==> config.mk <==
export PLATFORM = sky130hd
export DESIGN_NAME = alu_op_arbiter
export DESIGN_NICKNAME = d
export VERILOG_FILES = /design/src/rtl/alu_op_arbiter.sv
export SDC_FILE = /design/constraint.sdc
export NUM_CORES = 1
export LEC_CHECK = 0
export ABC_AREA = 1
export ABC_CLOCK_PERIOD_IN_PS = 4019
export CORE_AREA = 4 4 61 104
export CTS_BUF_LIST = sky130_fd_sc_hd__clkbuf_2
export CTS_CLUSTER_DIAMETER = 30
export CTS_CLUSTER_SIZE = 10
export DETAILED_ROUTE_END_ITERATION = 8
export DIE_AREA = 0 0 65 108
export PLACE_DENSITY = 0.76
export SYNTH_ARGS = -nofsm -noshare
export SYNTH_HDL_FRONTEND = slang
export SYNTH_SLANG_ARGS = --single-unit
==> constraint.sdc <==
create_clock -name clk -period 4.02 [get_ports clk]
set_input_delay 0.402 -clock clk [delete_from_list [all_inputs] [get_ports clk]]
set_output_delay 0.402 -clock clk [all_outputs]
set_load 0.02 [all_outputs]
==> src/rtl/alu_op_arbiter.sv <==
// Round-robin arbiter sharing one ALU among four requesters; launches operands,
// waits ALU_LAT cycles, returns the captured result with a one-cycle done pulse.
//   state  | meaning
//   IDLE   | sample req, pick round-robin winner, launch operands
//   EXEC   | operands held, counting down ALU latency
//   RESP   | done pulse high for one cycle, result valid
module alu_op_arbiter #(
  parameter int DATA_W  = 4,
  parameter int ALU_LAT = 1
) (
  input  logic                  clk,
  input  logic                  rst_n,
  input  logic [3:0]            req,
  input  logic [7:0]            req_op,
  input  logic [4*DATA_W-1:0]   req_a,
  input  logic [4*DATA_W-1:0]   req_b,
  output logic [3:0]            gnt,
  output logic [3:0]            done,
  output logic [DATA_W:0]       rsp_data,
  output logic                  busy,
  output logic                  alu_s0,
  output logic                  alu_s1,
  output logic [DATA_W-1:0]     alu_a,
  output logic [DATA_W-1:0]     alu_b,
  input  logic [DATA_W:0]       alu_y
);

  typedef enum logic [1:0] {S_IDLE, S_EXEC, S_RESP} state_t;

  state_t     state_q, state_d;
  logic [1:0] ptr_q;
  logic [1:0] win;
  logic [1:0] win_q;
  logic [3:0] cnt_q;
  logic       launch;
  logic       finish;
  logic [3:0] gnt_d;
  logic [3:0] done_d;

  // First requester at or after the rotating pointer wins.
  always_comb begin
    logic       found;
    logic [1:0] idx;
    win   = ptr_q;
    found = 1'b0;
    for (int i = 0; i < 4; i++) begin
      idx = ptr_q + 2'(i);
      if (!found && req[idx]) begin
        win   = idx;
        found = 1'b1;
      end
    end
  end

  always_ff @(posedge clk or negedge rst_n) begin
    if (!rst_n) state_q <= S_IDLE;
    else        state_q <= state_d;
  end

  always_comb begin
    state_d = state_q;
    case (state_q)
      S_IDLE:  if (|req) state_d = S_EXEC;
      S_EXEC:  if (cnt_q == 4'd1) state_d = S_RESP;
      S_RESP:  state_d = S_IDLE;
      default: state_d = S_IDLE;
    endcase
  end

  always_comb begin
    launch = (state_q == S_IDLE) && (|req);
    finish = (state_q == S_EXEC) && (cnt_q == 4'd1);
    gnt_d  = launch ? (4'b0001 << win) : 4'b0000;
    done_d = finish ? (4'b0001 << win_q) : 4'b0000;
  end

  assign busy = (state_q != S_IDLE);

  always_ff @(posedge clk or negedge rst_n) begin
    if (!rst_n) begin
      gnt      <= '0;
      done     <= '0;
      rsp_data <= '0;
      alu_a    <= '0;
      alu_b    <= '0;
      alu_s0   <= 1'b0;
      alu_s1   <= 1'b0;
      ptr_q    <= '0;
      win_q    <= '0;
      cnt_q    <= '0;
    end else begin
      gnt  <= gnt_d;
      done <= done_d;
      if (launch) begin
        alu_a  <= req_a[DATA_W*win +: DATA_W];
        alu_b  <= req_b[DATA_W*win +: DATA_W];
        alu_s0 <= req_op[2*win];
        alu_s1 <= req_op[2*win+1];
        ptr_q  <= win + 2'd1;
        win_q  <= win;
        cnt_q  <= 4'(ALU_LAT);
      end else if (state_q == S_EXEC) begin
        cnt_q <= cnt_q - 4'd1;
      end
      if (finish) rsp_data <= alu_y;
    end
  end

endmodule

Word-level counts from Yosys, hierarchy flattened
Index checks and enable logic that the tools add are counted.
{ "word_totals": {"in_bits": 51, "output_inout_bits": 24, "wordCells": 69, "reg_bits": 33} }
{ "op_classes": {"order_cmp": 6, "eq_ne": 4, "n_mux": 25, "n_addsub": 6, "n_reduce_logical": 13, "shifts": 4} }
{ "ops": {"columns": ["operator", "count"], "rows": [
  ["16-bit by 5-bit variable part select with 4-bit output", 2],
  ["4-bit two-way mux", 4],
  ["2-bit by 3-bit less-than comparator with 1-bit output, second input constant", 4],
  ["1-bit binary-select mux with 2-bit select", 5],
  ["2-bit two-way mux", 5],
  ["1-bit two-way mux", 9],
  ["1-bit by 2-bit left shift with 4-bit output, first input constant", 2],
  ["1-bit logical AND", 5],
  ["2-bit by 1-bit adder with 2-bit output, second input constant", 2],
  ["2-bit adder, second input constant", 2],
  ["3-bit by 1-bit adder with 4-bit output, second input constant", 1],
  ["4-bit by 1-bit == test with 1-bit output, second input constant", 1],
  ["3-bit by 4-bit less-than comparator with 1-bit output, second input constant", 1],
  ["4-bit less-than comparator, second input constant", 1],
  ["2-bit inequality test, second input constant", 2],
  ["2-bit case mux with 2 select lines", 1],
  ["2-bit nonzero test", 2],
  ["4-bit OR reduction", 1],
  ["4-bit by 1-bit subtractor with 4-bit output, second input constant", 1],
  ["1-bit binary-select mux with 3-bit select", 1],
  ["1-bit zero test", 3],
  ["2-bit by 1-bit == test with 1-bit output, second input constant", 1],
  ["2-bit zero test", 1],
  ["2-bit AND reduction", 1]
]} }

Logic depth before layout (Yosys ltp)
Gate-level depths: netlist of run 1.
{ "depth": {"word_depth": 15, "mapped_depth": 17, "ltp_nobuf": 15} }

Worst setup path after synthesis of run 1
Ideal clock, no wire load.
{ "synth_path": {"path_kind": "flip-flop to flip-flop", "startpoint": "register ptr_q[0]", "endpoint": "register win_q[0]", "n_path_buf": 2, "setup_time_ns": 0.119, "t_arrival_ns": 1.629, "slack_ns": 2.272, "t_required_ns": 3.901, "stages_incl_launch_ff": 14, "synth_period_minus_slack_ns": 1.748, "path_cell_list": "dfrtp_1 buf_4 nand2_1 nand2_1 nand2_1 nand2_1 nor2_4 nand2_2 nand2_1 buf_4 nand2_1 inv_2 nand2_1 o21a_1"} }
{ "synth_via": {"elab_chain_len": 12, "word_cells_on_any_way": 23, "classes_between": "3 x add/sub; 14 x mux; 6 x reduce/logical"} }
{ "synth_rtl": {"columns": ["element", "line_no", "text"], "rows": [
  ["from (decl)", "31", "logic [1:0] ptr_q;"],
  ["from (signal assigned)", "99", "ptr_q <= win + 2'd1;"],
  ["branches (longest 11 deep; another with 2-bit by 1-bit adder with 2-bit output)", null, null],
  ["2-bit two-way mux (*)", "48", "if (!found && req[idx]) begin"],
  ["to (signal assigned)", "100", "win_q <= win;"],
  ["to (decl)", "33", "logic [1:0] win_q;"]
]} }
Every way passes the cells marked *. The select of a mux whose other input is x is not followed.
A chain may end at the register's enable or synchronous reset.

Final worst setup path of run 1
{ "layout_path": {"startpoint": "register ptr_q[0]", "endpoint": "register alu_s1"} }
{ "layout_via": {"elab_chain_len": 15, "word_cells_on_any_way": 26, "classes_between": "4 x add/sub; 16 x mux; 6 x reduce/logical"} }
{ "layout_rtl": {"columns": ["element", "line_no", "text"], "rows": [
  ["branches (longest 11 deep; another with 2-bit by 1-bit adder with 2-bit output)", null, null],
  ["2-bit two-way mux (*)", "48", null],
  ["3-bit by 1-bit adder with 4-bit output (*)", "98", "alu_s1 <= req_op[2*win+1];"],
  ["1-bit binary-select mux with 3-bit select (*)", "98", null],
  ["1-bit two-way mux (not written as such) (*)", "98", null],
  ["to (signal assigned)", "98", null],
  ["to (decl)", "22", "output logic alu_s1,"]
]} }
Marked as above.

==> results of run 1 <==
[cell type report]
type	count	area [µm²]
Clock buffer	5	25.0
Clock inverter	3	46.3
Fill cell	556	2670
Inverter	18	67.6
Multi-Input combinational cell	241	1060
Sequential cell	33	826
Tap cell	76	95.1
Timing Repair Buffer	76	756
[per-stage QoR]
stage	setup WS, ns	cells	hold slack (ns)
finish	1.33	452	0.374
global route	1.01	452	0.392
CTS	1.35	452	0.376
detailed placement	1.33	444	0.449
global placement	1.35	444	0.445
floorplan	2.27	306	0.106
[state kept, by name (all words and copies together) (netlist names)]
signal / flops
alu_a: 4
alu_b: 4
alu_s0: 1
alu_s1: 1
cnt_q: 4
done: 4
gnt: 4
ptr_q: 2
rsp_data: 5
state_q: 2
win_q: 2
[power groups by stage]
stage,sequential [W],clock [W],combinational (W)
global route,0.000594,0.000246,0.00201
global placement,0.000579,0,0.00174
detailed placement,0.000582,0,0.00177
floorplan,0.000662,0,0.00127
finish,0.000576,0.000227,0.00175
CTS,0.000575,0.000234,0.00177
[synthesized netlist by cell type]
cell      number  area [µm²]
nand2_1      152         571
nand3_1       59         295
dfrtp_1       33         826
inv_1         13        48.8
nor2_1         6        22.5
buf_2          5        25.0
nor3_1         5        25.0
o21ai_0        5        25.0
buf_4          4        30.0
inv_2          4        15.0
clkbuf_1       3        11.3
nand2_2        3        18.8
buf_6          2        22.5
ha_1           2        25.0
nor2_4         2        22.5
a21oi_1        1        5.00
clkinv_1       1        3.75
nand3_2        1        10.0
nor4_1         1        6.26
o211ai_1       1        7.51
o21a_1         1        7.51
or2_2          1        6.26
xnor2_1        1        8.76
[critical path: stages, from the launching register on]
cell     delay [ns]
dfrtp_1        0.65
inv_2          0.21
nand2_1        0.10
nand2_1        0.11
nand2_1        0.10
nand2_2        0.09
nor2_4         0.17
nand3_1        0.56
nand3_1        0.28
nand2_1        0.07
nand2_1        0.07
nand2_1        0.06
nand2_1        0.06
nand2_1        0.05
[logic make-up (layout without fill, tap and decap cells)]
kind of cell / Yosys count / after routing / share of synthesized area [%]
flip-flops: 33 / 33 / 40.5
AND/OR/NAND/NOR: 230 / 230 / 47.9
XOR/XNOR: 1 / 1 / 0.430
adder cells (fa/ha/maj): 2 / 2 / 1.23
AO/OA/AOI/OAI: 8 / 8 / 2.21
buffers and inverters: 32 / 102 / 7.67
[per-layer routing]
layer | part of all wire (%) | track usage (%)
met1 | 38 | 19.3
met2 | 53 | 29.4
met3 | 4.4 | 3.64
met4 | 3.9 | 9.38
met5 | 0 | 0
[worst max-delay path by stage]
stage / depth (start not counted) / slack (ns) / to
floorplan: 13 / 2.27 / win_q[0]$_DFFE_PN0P_
global placement: 14 / 1.35 / alu_a[0]$_DFFE_PN0P_
detailed placement: 12 / 1.33 / ptr_q[1]$_DFFE_PN0P_
CTS: 13 / 1.35 / alu_s1$_DFFE_PN0P_
global route: 13 / 1.01 / alu_a[2]$_DFFE_PN0P_
finish: 13 / 1.33 / alu_s1$_DFFE_PN0P_
==> results_dict.tcl, run 1 <==
set metrics [dict create \
    finalPower_w 0.00255 \
    skew_ns 0.0215 \
    crit_path_start "ptr_q[0]$_DFFE_PN0P_" \
    area_growth_pct 40.9 \
    grt-ovfl-total 0 \
    sw_frac_of_total_pct 52.6 \
    criticalPathCategory "flop to flop" \
    power_frac_comb_pct 68.6 \
    cts_sinks 33 \
    nets 428 \
    finalCriticalPeriod_ns 2.69 \
    grt_first_pass_wirelength_um 9430 \
    clk_latency_ns 0.40 \
    gp_congestion 0.890 \
    max_freq_mhz 371 \
    design_area_mm2 0.00287 \
    grt_usage_pct 17.1 \
    post_cts.repair.setup_buffers 0 \
    cts-htree-levels 2 \
    hold_viol_final 0 \
    synth_warnings 0 \
    die-area_mm2 0.00702 \
    rsz0062_at_grt "no" \
    antenna_found_initial 0 \
    power.leakage_nw 1.49 \
    wire_per_inst_um 12.5 \
    max_cap_viol_count 0 \
    rr_worst_depth 13 \
    clockBufferDepth 2 \
    ant_nets 0 \
    p_sw_w 0.00134 \
    synth_fp_nets 359 \
    post_cts_resized 0 \
    cp-start-kind "flop" \
    cts_tree "built" \
    clock_power_share_pct 8.9 \
    internal-power_w 0.00121 \
    hp-class "input pin to asynchronous set/reset pin" \
    grt_pass1_vias 2109 \
    drc 0 \
    portBuffers 74 \
    fin_util_pct 51.8 \
    diodes 0 \
    ys_ff_latch 33 \
    yosysSeqAreaShare_pct 40.5 \
    final_cell_mix "nand2_1 (152), clkdlybuf4s50_1 (74), nand3_1 (59)" \
    slew_violations 0 \
    setup_tns_ns 0 \
    place_area_mm2 0.00280 \
    cts-root-buf "clkbuf_2" \
    cp-end-kind "flop" \
    slew-limit-headroom_pct 50.1 \
    die_h_um 108 \
    power_frac_seq_pct 22.6 \
    status "finished clean" \
    worstPathMaxFanout 21 \
    mostFrequentLayoutCell "nand2_1" \
    netlist_instances 306 \
    power_density_mw_per_mm2 889 \
    arrival_ns 2.99 \
    syn-mean-instance-area_um2 6.66 \
    hold_buffers 0 \
    boundaryPins 75 \
    hpwl_um 4450 \
    via_per_inst 4.78 \
    drive_gt1_share_pct 5.59 \
    r2r-end "alu_s1$_DFFE_PN0P_" \
    timing.rr.start "ptr_q[0]$_DFFE_PN0P_" \
    core_area_mm2 0.00554 \
    crit_required_ns 4.31 \
    clk_pin_slew_ns 0.18 \
    start_util_pct 36.8 \
    drt_wl_total_um 5650 \
    route.vias.total 2159 \
    tightest_slew_ns 0.747 \
    ir_drop_v 0.000518 \
    die_w_um 65 \
    rrSetupSlack_ns 1.33 \
    setup-violations-final 0 \
    min_period_over_period_pct 67.0 \
    grt_max_degree 34 \
    std_cell_rows 36 \
    first_iter_violations 131 \
    numCtsBuffers 5 \
    drt_pass1_iterations 4 \
    synth.distinct_cells 23 \
    netlist_area_mm2 0.00204 \
]
No activity file was read; power rests on OpenSTA's default activity.
==> run 2: changes to the inputs <==
--- a/config.mk
+++ b/config.mk
@@ -6,7 +6,7 @@
 export NUM_CORES = 1
 export LEC_CHECK = 0
 export ABC_AREA = 1
-export ABC_CLOCK_PERIOD_IN_PS = 4019
+export ABC_CLOCK_PERIOD_IN_PS = 2600
 export CORE_AREA = 4 4 61 104
 export CTS_BUF_LIST = sky130_fd_sc_hd__clkbuf_2
 export CTS_CLUSTER_DIAMETER = 30
==> constraint.sdc (replaced) <==
create_clock -name clk -period 2.6 [get_ports clk]
set_input_delay 0.26 -clock clk [delete_from_list [all_inputs] [get_ports clk]]
set_output_delay 0.26 -clock clk [all_outputs]
set_load 0.02 [all_outputs]
==> run 2 against run 1 <==
Effect of this change:
- routed wire length rose by 4.3%
- worst setup slack worse by 0.81 ns
- final area grew 0.13%
- clock power barely moved
- via count rose by 1.4%
- critical endpoint is now alu_a[0]$_DFFE_PN0P_
- largest cell class unchanged
- largest power group unchanged
==> results_dict.tcl, run 2 (synthesized netlist as in run 1, its figures left out) <==
set metrics [dict create \
    status "finished clean" \
    skew_ns 0.0226 \
    cp-end-kind "flop" \
    hold_buffers 0 \
    grt_first_pass_wirelength_um 9450 \
    boundaryPins 75 \
    portBuffers 74 \
    nets 433 \
    hp-class "input pin to asynchronous set/reset pin" \
    place_area_mm2 0.00284 \
    cp-start-kind "flop" \
    arrival_ns 2.38 \
    clk_latency_ns 0.36 \
    std_cell_rows 36 \
    setup_tns_ns 0 \
    drt_pass1_iterations 4 \
    worstPathMaxFanout 13 \
    final_cell_mix "nand2_1 (152), clkdlybuf4s50_1 (74), nand3_1 (59)" \
    ir_drop_v 0.000551 \
    cts-htree-levels 2 \
    hold_viol_final 0 \
    wire_per_inst_um 12.9 \
    drt_wl_total_um 5900 \
    grt_max_degree 34 \
    min_period_over_period_pct 80.2 \
    max_freq_mhz 479 \
    fill_cells 568 \
    holdWs_ns 0.275 \
    cts_sinks 33 \
    power_density_mw_per_mm2 1370 \
    via_per_inst 4.79 \
    rr_worst_depth 14 \
    antenna_found_initial 0 \
    finalPower_w 0.00394 \
    numCtsBuffers 5 \
    die-area_mm2 0.00702 \
    crit_required_ns 2.90 \
    cts-root-buf "clkbuf_2" \
    max_cap_viol_count 0 \
    post_cts_resized 0 \
    rrSetupSlack_ns 0.51 \
    multiInputGateArea_mm2 0.00106 \
    gp_congestion 0.873 \
    power_frac_seq_pct 22.0 \
    hpwl_um 4610 \
    clockBufferDepth 2 \
    drive_gt1_share_pct 6.30 \
    grt-ovfl-total 0 \
    ant_nets 0 \
    clk_pin_slew_ns 0.17 \
    rsz0062_at_grt "no" \
    design_area_mm2 0.00288 \
    setup-violations-final 0 \
    die_h_um 108 \
    core_area_mm2 0.00554 \
    p_sw_w 0.00211 \
    finalCriticalPeriod_ns 2.09 \
    diodes 0 \
    drc 0 \
    post_cts.repair.setup_buffers 0 \
    grt_usage_pct 16.9 \
    top_register "rsp_data" \
    power_frac_comb_pct 72.4 \
    internal-power_w 0.00183 \
    r2r-end "alu_a[0]$_DFFE_PN0P_" \
    grt_pass1_vias 2156 \
    cts_tree "built" \
    clock_power_share_pct 5.7 \
    first_iter_violations 114 \
    slew_violations 0 \
    timing.rr.start "ptr_q[1]$_DFFE_PN0P_" \
    power.leakage_nw 1.50 \
    die_w_um 65 \
    tightest_slew_ns 0.460 \
    regArea_um2 826 \
    start_util_pct 36.8 \
    slew-limit-headroom_pct 69.1 \
    area_growth_pct 41.1 \
    largest_reg_flops 5 \
    mostFrequentLayoutCell "nand2_1" \
    sw_frac_of_total_pct 53.5 \
    crit_path_start "ptr_q[1]$_DFFE_PN0P_" \
    criticalPathCategory "flop to flop" \
    route.vias.total 2190 \
]
==> run 2: cell types whose count changed in the layout (fill, tap and decap cells not counted), sizes merged <==
cell | previous run | this run
clkinv | 2 | 4
bufinv | 1 | 0
clkinvlp | 1 | 0
buf | 2 | 7
==> run 2: cell type report <==
cell class	count	share of cell area (%)
Clock inverter	3	0.435
Clock buffer	5	0.870
Inverter	18	2.35
Timing Repair Buffer	81	27.6
Multi-Input combinational cell	241	36.7
Tap cell	76	3.31
Sequential cell	33	28.7
==> run 2: per-stage QoR <==
stage	cells	worst slack, ns	util (%)
after floorplan	306	0.852	-
after global placement	449	0.460	51.2
after detailed placement	449	0.416	51.2
after CTS	457	0.537	51.9
after global routing	457	0.296	51.9
final	457	0.514	51.9
==> run 2: critical path, cell delays in order, from the launching register on <==
cell	delay [ns]
dfrtp_1	0.51
inv_2	0.13
nand2_1	0.09
nand2_1	0.08
nand2_1	0.09
nand2_2	0.09
nor2_4	0.18
nand3_2	0.16
nand2_1	0.10
nand2_1	0.06
nand2_2	0.22
nand2_1	0.09
nand2_1	0.10
nand2_1	0.05
nand2_1	0.06
==> run 2: worst max-delay path by stage <==
stage / endpoint / slack [ns] / cells past startpoint
6_report: alu_a[0]$_DFFE_PN0P_ / 0.51 / 14
2_1_floorplan: win_q[0]$_DFFE_PN0P_ / 0.85 / 13
4_1_cts: alu_a[0]$_DFFE_PN0P_ / 0.54 / 14
3_3_place_gp: alu_a[3]$_DFFE_PN0P_ / 0.46 / 16
5_1_grt: alu_a[2]$_DFFE_PN0P_ / 0.30 / 15
3_5_place_dp: alu_a[0]$_DFFE_PN0P_ / 0.42 / 15
==> run 2: power by group through the flow <==
stage          combinational [W]  sequential [W]  clock (W)
6_report                 0.00285        0.000866   0.000224
5_1_grt                  0.00324        0.000892   0.000260
4_1_cts                  0.00287        0.000867   0.000234
3_5_place_dp             0.00286        0.000877          0
3_3_place_gp             0.00280        0.000875          0
2_1_floorplan            0.00197         0.00102          0
==> run 2: routing by layer <==
metal  GRT usage [%]  share of wire [%]
met2            32.1                 55
met1            18.8                 40
met3            2.08                3.1
met4            6.35                2.1
met5               0                  0
